===== src/rtl/yubex_tiny_pattern_generator.sv =====
// Tiny pattern generator: a debounced button cycles through four output modes
// (low, high, square, LFSR) at a selectable tick rate, with the mode shown on a 7-segment digit.
module yubex_tiny_pattern_generator #(
  parameter logic [13:0] CLK_FREQ_HZ     = 14'd12500,
  parameter int          DEBOUNCE_CYCLES = 64
) (
  input  logic       clk,
  input  logic       rst,
  input  logic       btn,
  input  logic [1:0] rate_sel,
  input  logic       run,
  output logic [6:0] seg,
  output logic       pattern_out
);

  typedef enum logic [1:0] {
    MODE_LOW    = 2'd0,
    MODE_HIGH   = 2'd1,
    MODE_SQUARE = 2'd2,
    MODE_LFSR   = 2'd3
  } mode_e;

  localparam logic [5:0] DB_LAST   = 6'(DEBOUNCE_CYCLES - 1);
  localparam logic [7:0] LFSR_SEED = 8'h01;

  logic        s1_q, s1_d;
  logic        s2_q, s2_d;
  logic        btn_stable_q, btn_stable_d;
  logic        btn_prev_q, btn_prev_d;
  logic [5:0]  db_cnt_q, db_cnt_d;
  mode_e       mode_q, mode_d;
  logic [13:0] tick_cnt_q, tick_cnt_d;
  logic        sq_q, sq_d;
  logic [7:0]  lfsr_q, lfsr_d;

  logic        advance;
  logic        tick;
  logic [13:0] period_m1;

  always_ff @(posedge clk or posedge rst) begin
    if (rst) begin
      s1_q         <= 1'b0;
      s2_q         <= 1'b0;
      btn_stable_q <= 1'b0;
      btn_prev_q   <= 1'b0;
      db_cnt_q     <= '0;
      mode_q       <= MODE_LOW;
      tick_cnt_q   <= '0;
      sq_q         <= 1'b0;
      lfsr_q       <= LFSR_SEED;
    end else begin
      s1_q         <= s1_d;
      s2_q         <= s2_d;
      btn_stable_q <= btn_stable_d;
      btn_prev_q   <= btn_prev_d;
      db_cnt_q     <= db_cnt_d;
      mode_q       <= mode_d;
      tick_cnt_q   <= tick_cnt_d;
      sq_q         <= sq_d;
      lfsr_q       <= lfsr_d;
    end
  end

  // The debounce counter only runs while the synchronized input disagrees with the accepted level.
  always_comb begin
    s1_d         = btn;
    s2_d         = s1_q;
    btn_prev_d   = btn_stable_q;
    btn_stable_d = btn_stable_q;
    db_cnt_d     = db_cnt_q;
    if (s2_q == btn_stable_q) begin
      db_cnt_d = '0;
    end else if (db_cnt_q == DB_LAST) begin
      btn_stable_d = s2_q;
      db_cnt_d     = '0;
    end else begin
      db_cnt_d = db_cnt_q + 6'd1;
    end
  end

  assign advance = btn_stable_q & ~btn_prev_q;

  always_comb begin
    period_m1 = 14'd0;
    case (rate_sel)
      2'b00:   period_m1 = 14'd0;
      2'b01:   period_m1 = 14'd15;
      2'b10:   period_m1 = 14'd255;
      default: period_m1 = CLK_FREQ_HZ - 14'd1;
    endcase
  end

  assign tick = run & (tick_cnt_q >= period_m1);

  // A mode advance restarts the generators and swallows any tick landing on the same edge.
  always_comb begin
    mode_d     = mode_q;
    tick_cnt_d = tick_cnt_q + 14'd1;
    sq_d       = sq_q;
    lfsr_d     = lfsr_q;
    if (advance) begin
      mode_d     = mode_e'(mode_q + 2'd1);
      tick_cnt_d = '0;
      sq_d       = 1'b0;
      lfsr_d     = LFSR_SEED;
    end else if (!run) begin
      tick_cnt_d = '0;
    end else if (tick) begin
      tick_cnt_d = '0;
      sq_d       = ~sq_q;
      lfsr_d     = {lfsr_q[6:0], lfsr_q[7] ^ lfsr_q[5] ^ lfsr_q[4] ^ lfsr_q[3]};
    end
  end

  always_comb begin
    pattern_out = 1'b0;
    seg         = 7'h3F;
    case (mode_q)
      MODE_LOW: begin
        pattern_out = 1'b0;
        seg         = 7'h3F;
      end
      MODE_HIGH: begin
        pattern_out = 1'b1;
        seg         = 7'h06;
      end
      MODE_SQUARE: begin
        pattern_out = sq_q;
        seg         = 7'h5B;
      end
      MODE_LFSR: begin
        pattern_out = lfsr_q[7];
        seg         = 7'h4F;
      end
      default: begin
        pattern_out = 1'b0;
        seg         = 7'h3F;
      end
    endcase
  end

endmodule

===== config.mk =====
export PLATFORM = sky130hd
export DESIGN_NAME = yubex_tiny_pattern_generator
export DESIGN_NICKNAME = d
export VERILOG_FILES = /design/src/rtl/yubex_tiny_pattern_generator.sv
export SDC_FILE = /design/constraint.sdc
export NUM_CORES = 1
export LEC_CHECK = 0
export BUFFER_PORTS_ARGS = -buffer_cell sky130_fd_sc_hd__buf_2
export CORE_AREA = 2 2 49 85
export CTS_CLUSTER_SIZE = 28
export DETAILED_ROUTE_END_ITERATION = 10
export DIE_AREA = 0 0 51 87
export PLACE_DENSITY = 0.71
export SKIP_CTS_REPAIR_TIMING = 1
export SLEW_MARGIN = 20
export SYNTH_ARGS = -nofsm -noshare
export SYNTH_HDL_FRONTEND = slang
export SYNTH_SLANG_ARGS = --single-unit

===== constraint.sdc =====
create_clock -name clk -period 2.5 [get_ports clk]
set_input_delay 0.25 -clock clk [delete_from_list [all_inputs] [get_ports clk]]
set_output_delay 0.25 -clock clk [all_outputs]
set_load 0.01 [all_outputs]

# [Yosys cells after proc, flatten, opt, wreduce, memory -nomap -nowiden]
# Cells that the tools add are included.
[totals] word_cells=48 regBits=35 out_inout_bits=8
[classes] bitwise=8 addsub=3 n_mux=14 n_reduce_logical=6 eq_ne=7 magnitude_cmp=1
[op_table] op="two-way mux 14 bit" n=3
[op_table] op="one-hot mux 14 bit (3 select lines)" n=1
[op_table] op="one-hot mux 7 bit (4 select lines)" n=1
[op_table] op="two-way mux 8 bit" n=3
[op_table] op="adder 14 x 1 -> 14 bit, second input constant" n=1
[op_table] op="greater-or-equal comparator 14 bit" n=1
[op_table] op="two-way mux 6 bit" n=2
[op_table] op="adder 6 x 1 -> 6 bit, second input constant" n=1
[op_table] op="== test 2 bit, second input constant" n=3
[op_table] op="== test 6 bit, second input constant" n=1
[op_table] op="== test 2 x 1 -> 1 bit, second input constant" n=2
[op_table] op="zero test 2 bit" n=2
[op_table] op="one-hot mux 1 bit (4 select lines)" n=1
[op_table] op="AND reduction 2 bit" n=2
[op_table] op="nonzero test 2 bit" n=2
[op_table] op="two-way mux 1 bit" n=3
[op_table] op="NOT 1 bit" n=3
[op_table] op="XOR 1 bit" n=3
[op_table] op="adder 2 x 1 -> 2 bit, second input constant" n=1
[op_table] op="bitwise AND 1 bit" n=2
[op_table] op="== test 1 bit" n=1

# [Depth between registers and ports, before layout]
# Gate-level depths: netlist of the first run.
[depth] word_depth=7 mapped_depth=10 ltp_nobuf=9

# [Worst setup path after synthesis of the first run]
# No wires, ideal clock.
[synth_timing] path_kind="input-to-reg" startpoint="input port rate_sel[0]" endpoint="register tick_cnt_q[6]" cell_stages=10 slack_ns=0.280 arrival_time_ns=2.149 path_cell_list="inv_1 ha_1 inv_1 ha_1 or3b_4 a2111oi_4 a211oi_2 a211o_2 buf_6 nor2_1"
[synth_between] elab_chain_len=7
[synth_lines] element="start: declaration" line_no="10" rtl="input logic [1:0] rate_sel,"
[synth_lines] element="== test 2 bit, or another cell as far along" line_no="85" rtl="case (rate_sel)"
[synth_lines] element="one-hot mux 14 bit (3 select lines) (*)" line_no="85"
[synth_lines] element="greater-or-equal comparator 14 bit (*)" line_no="93" rtl="assign tick = run & (tick_cnt_q >= period_m1);"
[synth_lines] element="bitwise AND 1 bit (*)" line_no="93"
[synth_lines] element="two-way mux 14 bit (*)" line_no="108" rtl="end else if (tick) begin"
[synth_lines] element="two-way mux 14 bit (*)" line_no="106" rtl="end else if (!run) begin"
[synth_lines] element="two-way mux 14 bit (*)" line_no="101" rtl="if (advance) begin"
[synth_lines] element="via tick_cnt_d[6]" line_no="32" rtl="logic [13:0] tick_cnt_q, tick_cnt_d;"
[synth_lines] element="end signal: assignment" line_no="58" rtl="tick_cnt_q <= tick_cnt_d;"
[synth_lines] element="end: declaration" line_no="32"
# Mark *: on every way through the listed nets, which the timed path passes. The rest lies on a longest branch.
# A chain may end at the register's enable or synchronous reset.

# [Final worst setup path of the first run]
[layout_timing] startpoint="register tick_cnt_q[0]" endpoint="register lfsr_q[1]"
[layout_between] elab_chain_len=4
[layout_lines] element="greater-or-equal comparator 14 bit" line_no="93"
[layout_lines] element="bitwise AND 1 bit" line_no="93"
[layout_lines] element="nonzero test 2 bit (no source line)"
[layout_lines] element="AND reduction 2 bit (no source line)"
[layout_lines] element="end signal: assignment" line_no="60" rtl="lfsr_q <= lfsr_d;"
[layout_lines] element="end: declaration" line_no="34" rtl="logic [7:0] lfsr_q, lfsr_d;"
# Every way passes these cells.

==> results of run 1 <==
sequential cells by signal, summed over array words and instances, names as in the netlist:
name	count
s2_q	1
btn_prev_d	1
s1_q	1
tick_cnt_q	14
btn_prev_q	1
mode_q	2
sq_q	1
db_cnt_q	6
lfsr_q	8
metrics by stage:
| step | instance area (µm²) | total power (W) |
|---|---|---|
| 6_report | 2170 | 0.00111 |
| 4_1_cts | 2170 | 0.00113 |
| 3_3_place_gp | 2080 | 0.000713 |
| 3_5_place_dp | 2080 | 0.000718 |
| 2_1_floorplan | 1990 | 0.000691 |
| 5_1_grt | 2170 | 0.00117 |
routing by layer:
metal	track usage	wire length, µm	up-vias
met1	0.169	1300	683
li1	-	-	672
met3	0.0378	73	6
met4	0.0835	50	0
met5	0	0	-
met2	0.332	1860	17
power by group:
part	total, W	internal, W	switching [W]
Clock	0.000404	0.000216	0.000188
Sequential	0.000604	0.000589	0.0000150
Combinational	0.000102	0.0000448	0.0000575
Total	0.00111	0.000850	0.000260
synth_stat cells, types with 2 or more instances:
master    instances
dfrtp_1          34
nor2_1           24
ha_1             17
inv_1            17
xnor2_1          13
nand2_1          11
xor2_1            9
a22o_1            7
nand3_1           6
and3_1            4
nor3_1            4
buf_4             3
nor2_2            3
or2_2             3
a21oi_1           2
mux2_2            2
nand2b_1          2
o211ai_1          2
logic make-up (layout without fill, tap and decap cells):
group                    count (synthesis)  in the layout
AND/OR/NAND/NOR                         65             65
buffers and inverters                   22             38
AO/OA/AOI/OAI                           26             26
multiplexers                             2              2
flip-flops                              35             35
XOR/XNOR                                22             22
other                                    1              1
adder cells (fa/ha/maj)                 17             17
worst min-delay path: stages:
cell and delay [ns]:
buf_2 0.09, inv_1 0.04, buf_4 0.38
layout make-up:
class / instances / area (µm²)
repair buffers: 14 / 75.1
multi-input cells: 133 / 1010
well taps: 48 / 60.1
flip-flops and latches: 35 / 877
inverters: 17 / 63.8
clock buffers: 6 / 82.6
fillers: 329 / 1620
clock inverters: 1 / 5.00
how the worst max path moves through the flow:
stage                     depth (start not counted)                     from                       to  slack [ns]
final                                             7  tick_cnt_q[0]$_DFF_PP0_    lfsr_q[1]$_DFFE_PP0P_        0.17
after global routing                              7  tick_cnt_q[0]$_DFF_PP0_  tick_cnt_q[5]$_DFF_PP0_        0.10
after CTS                                         7  tick_cnt_q[0]$_DFF_PP0_    lfsr_q[1]$_DFFE_PP0P_        0.17
after detailed placement                         10              rate_sel[0]    lfsr_q[1]$_DFFE_PP0P_        0.04
after global placement                           10              rate_sel[0]    lfsr_q[2]$_DFFE_PP0P_        0.09
after floorplan                                  10              rate_sel[0]  tick_cnt_q[6]$_DFF_PP0_        0.28
==> results.ini, run 1 <==
[critical_path]
worstPathRequired_ns=2.72
crit_path_start_kind=flip-flop
path_class=reg -> reg
crit_fanout=8
arrival_ns=2.55
max_stage_delay_ns=0.43
crit_slowest_cell=dfrtp_1
reg2regPathDepth=7
regToRegEndpoint=lfsr_q[1]$_DFFE_PP0P_
cp_top_family=compound AO/OA/AOI/OAI gates
r2r_slack_ns=0.17
cp-end-kind=flip-flop
r2r-start=tick_cnt_q[0]$_DFF_PP0_
path_cells=inv_1, ha_1, or3b_4, a2111oi_4, a211oi_2, o31ai_4, a22o_1
crit_buf_inv=1

[detailed_routing]
first_pass_iters=4
ant_nets=0
dr_total_vias=1378
viasPerCell=5.43
drc=0
finalWirelength_um=3280
wl_per_cell_um=12.9
drt-initial-drc-count=24

[power]
ir_drop_mv=0.428
p_leak_nw=1.06
pwr_density_cell_mw_per_mm2=512

[finish]
insertedDiodeCount=0
layout-drive-gt1-share=0.189
final_util=0.572
areaGrowthSynthToFinish_pct=9.26
nets=229
mostFrequentLayoutCells=34 x dfrtp_1, 24 x nor2_1, 17 x inv_1, 17 x ha_1, 13 x xnor2_1
layout.cells.non_filler=254
mostFrequentLayoutCell=dfrtp_1

[grt]
grt_pass1_vias=1477
grt_start_max_net_pins=36
overflow=0
track_usage=0.174
grt_pass1_wl_um=5940
antenna_found_initial=0

[synthesis]
syn_inst=190
syn_area_mm2=0.00199
synth_compound_area_frac=0.127
synth_top_area_frac=0.428
postSynthAreaPerCell_um2=10.5
synth_edf_count=0
synth_top_family_by_area=simple AND/OR/NAND/NOR gates
ys_ff_latch=35
synth_area_leaders=dfrtp_1 43%, ha_1 11%, xnor2_1 5.7%
synthesis.nets=213
synth_mux_area_frac=0.0113
synthDistinctLibCells=45
synth_async_sr_flop_share=1.00
synth-xor-area-share=0.0970
yosys.area.top_type=dfrtp_1
synth-simple-area-share=0.163
ys_seq_area_frac=0.442
synth_top_flop_cell=dfrtp_1
yosysWarnings=0
synthAdderAreaFrac=0.107

[clock_network]
h-tree-depth=2
tritoncts=built
insertion_delay_ns=0.28
ctsLongestPathBuffers=2
path_clk_slew_ns=0.06
cts_root_buf=clkbuf_8
cts-buffers-inserted=5
cts.sinks=35

[timing]
min_period_ns=2.33
slew_violations=0
max_freq_mhz=429
setup_viol=0
whs_ns=0.0569
min_period_over_period=0.932
clock_skew_ns=0.00186
hold_viol_final=0
setup_slack_ns=0.171
rsz0062_at_grt=false
finalSetupTns_ns=0

[floorplanning]
die_y_um=87
die_area_mm2=0.00444
die_x_um=51
core_area_mm2=0.00379
rows=30
num_io_pins=14
start_util=0.524

[placed_design]
dp_cells=247
place_congestion=0.765
port-buffer-count=12
hpwl_um=2530
pre_cts_slack_ns=0.0352

[run]
maxCapViolCount=0

[hold_path]
hold_class=in -> async

[run_status]
outcome=complete, no violations

Power figures use the tool's default switching activity.
==> run 2, diff against run 1 <==
--- a/config.mk
+++ b/config.mk
@@ -5,12 +5,12 @@
 export SDC_FILE = /design/constraint.sdc
 export NUM_CORES = 1
 export LEC_CHECK = 0
-export BUFFER_PORTS_ARGS = -buffer_cell sky130_fd_sc_hd__buf_2
-export CORE_AREA = 2 2 49 85
+export BUFFER_PORTS_ARGS = -buffer_cell sky130_fd_sc_hd__buf_4
+export CORE_AREA = 2 2 47 82
 export CTS_CLUSTER_SIZE = 28
 export DETAILED_ROUTE_END_ITERATION = 10
-export DIE_AREA = 0 0 51 87
-export PLACE_DENSITY = 0.71
+export DIE_AREA = 0 0 49 84
+export PLACE_DENSITY = 0.76
 export SKIP_CTS_REPAIR_TIMING = 1
 export SLEW_MARGIN = 20
 export SYNTH_ARGS = -nofsm -noshare
==> run 2 against run 1 <==
Total power shrank 0.41%. Largest power group unchanged. Global-route usage rose by 1.8 points. Clock power down 2%. First-iteration DRC count increased by 92%. Core utilization is 5.2 points higher. Highest routed layer unchanged. Count of clock-buffer cells in the layout is the same.
==> results.ini, run 2 (synthesized netlist as in run 1, its figures left out) <==
[run]
maxCapViolCount=0  ; unchanged

[floorplanning]
rows=29  ; was 30
die_y_um=84  ; was 87 µm
die_x_um=49  ; was 51 µm
num_io_pins=14  ; unchanged
die_area_mm2=0.00412  ; was 0.00444 mm²
core_area_mm2=0.00352  ; was 0.00379 mm²
start_util=0.564  ; was 0.524

[timing]
hold_viol_final=0  ; unchanged
max_freq_mhz=428  ; was 429 MHz
slew_violations=0  ; unchanged
setup_slack_ns=0.166  ; was 0.171 ns
finalSetupTns_ns=0  ; unchanged
setup_viol=0  ; unchanged
rsz0062_at_grt=false  ; unchanged
min_period_ns=2.33  ; about the same
clock_skew_ns=0.00399  ; was 0.00186 ns
min_period_over_period=0.934  ; was 0.932

[critical_path]
path_class=reg -> reg  ; unchanged
reg2regPathDepth=7  ; unchanged
cp_num_cells=7  ; unchanged
crit_path_start_kind=flip-flop  ; unchanged
path_cells=inv_1, ha_1, or3b_4, a2111oi_4, a211oi_2, o31ai_4, a22o_1  ; unchanged
cp_top_family=compound AO/OA/AOI/OAI gates  ; unchanged
worstPathRequired_ns=2.72  ; about the same
crit_slowest_cell=dfrtp_1  ; unchanged
crit_fanout=8  ; unchanged
crit_buf_inv=1  ; unchanged
cp-end-kind=flip-flop  ; unchanged
max_stage_delay_ns=0.43  ; about the same
arrival_ns=2.55  ; about the same

[detailed_routing]
drt-initial-drc-count=46  ; was 24
first_pass_iters=4  ; unchanged
ant_nets=0  ; unchanged
finalWirelength_um=3400  ; was 3280 µm
viasPerCell=5.35  ; was 5.43
dr_total_vias=1348  ; was 1378
drc=0  ; unchanged
wl_per_cell_um=13.5  ; was 12.9 µm

[clock_network]
h-tree-depth=2  ; unchanged
tritoncts=built  ; unchanged
insertion_delay_ns=0.28  ; about the same
path_clk_slew_ns=0.06  ; about the same
ctsLongestPathBuffers=2  ; unchanged
cts.sinks=35  ; unchanged
cts_root_buf=clkbuf_8  ; unchanged
cts-buffers-inserted=5  ; unchanged

[finish]
top_regs=tick_cnt_q: 14 flops, lfsr_q: 8 flops, db_cnt_q: 6 flops  ; unchanged
mostFrequentLayoutCells=34 x dfrtp_1, 24 x nor2_1, 17 x inv_1, 17 x ha_1, 14 x buf_4  ; was 34 x dfrtp_1, 24 x nor2_1, 17 x inv_1, 17 x ha_1, 13 x xnor2_1
insertedDiodeCount=0  ; unchanged
layout.cells.non_filler=252  ; was 254
fin_area_mm2=0.00220  ; was 0.00217 mm²
areaGrowthSynthToFinish_pct=10.6  ; was 9.26%
layout-drive-gt1-share=0.189  ; unchanged
largest_register_ffs=14  ; unchanged
mostFrequentLayoutCell=dfrtp_1  ; unchanged
regMostFlops=tick_cnt_q  ; unchanged
nFillCells=292  ; was 329
nets=229  ; unchanged

[power]
internal-power_w=0.000852  ; was 0.000850 W
pwr-share-comb=0.096  ; was 0.092
switching_share=0.229  ; was 0.235
ir_drop_mv=0.451  ; was 0.428 mV
p_leak_nw=1.07  ; was 1.06 nW
clock_power_share=0.358  ; was 0.364
pwr_density_cell_mw_per_mm2=503  ; was 512 mW/mm²
seqPwrFrac=0.547  ; was 0.544
p_switching_w=0.000253  ; was 0.000260 W

[hold_path]
hold_class=in -> async  ; unchanged

[placed_design]
dp_cells=245  ; was 247
hpwl_um=2610  ; was 2530 µm
port-buffer-count=12  ; unchanged
place_congestion=0.809  ; was 0.765
pre_cts_slack_ns=0.0199  ; was 0.0352 ns
postPlaceCellArea_mm2=0.00211  ; was 0.00208 mm²

[grt]
overflow=0  ; unchanged
grt_pass1_wl_um=6100  ; was 5940 µm
grt_pass1_vias=1484  ; was 1477
track_usage=0.192  ; was 0.174
grt_start_max_net_pins=36  ; unchanged
antenna_found_initial=0  ; unchanged

[run_status]
outcome=complete, no violations  ; unchanged

-- run 2: cell counts in the layout (fill, tap and decap cells not counted) --
No cell type changed its count.
-- run 2: path summary, 6_finish.rpt --
check / to / startpoint / slack [ns]
worst max-delay path: lfsr_q[2]$_DFFE_PP0P_ / tick_cnt_q[0]$_DFF_PP0_ / 0.17
worst min-delay path: tick_cnt_q[6]$_DFF_PP0_ / rst / 0.06
worst max register to register: lfsr_q[2]$_DFFE_PP0P_ / tick_cnt_q[0]$_DFF_PP0_ / 0.17
worst min register to register: s2_q$_DFF_PP0_ / s1_q$_DFF_PP0_ / 0.36
max in group asynchronous: lfsr_q[0]$_DFFE_PP1P_ / rst / 2.10
min in group clk: s1_q$_DFF_PP0_ / btn / 0.07
-- run 2: tightest hold or removal path: stages --
cell and delay, ns:
buf_4 0.11, inv_1 0.04, buf_4 0.37
-- run 2: power by group through the flow --
stage	registers (W)	logic, W	clock network, W
after detailed placement	0.000615	0.000106	0
final	0.000604	0.000106	0.000395
after global routing	0.000606	0.000121	0.000441
after CTS	0.000604	0.000108	0.000412
after global placement	0.000613	0.0000993	0
after floorplan	0.000610	0.0000809	0
-- run 2: cell type report --
cell class,count,area (µm²),area share
tap,46,57.6,0.0262
inverter,17,63.8,0.0290
timing repair buffer,14,105,0.0478
clock inverter,1,5.00,0.00228
clock buffer,6,82.6,0.0376
multi-input combinational,133,1010,0.458
sequential,35,877,0.399
-- run 2: metal layers --
layer  GRT usage  up-vias  share of wire
met4       0.109        0          0.027
met3      0.0484        9          0.032
met1       0.182      646           0.38
met2       0.360       21           0.56
li1            -      672              -
met5           0        -              0
-- run 2: stage by stage --
step                 util  hold slack (ns)  power [W]
finish              0.624           0.0587    0.00111
global route        0.624           0.0618    0.00117
CTS                 0.624           0.0673    0.00112
detailed placement  0.599            0.346   0.000721
global placement    0.599            0.347   0.000712
floorplan               -            0.281   0.000691
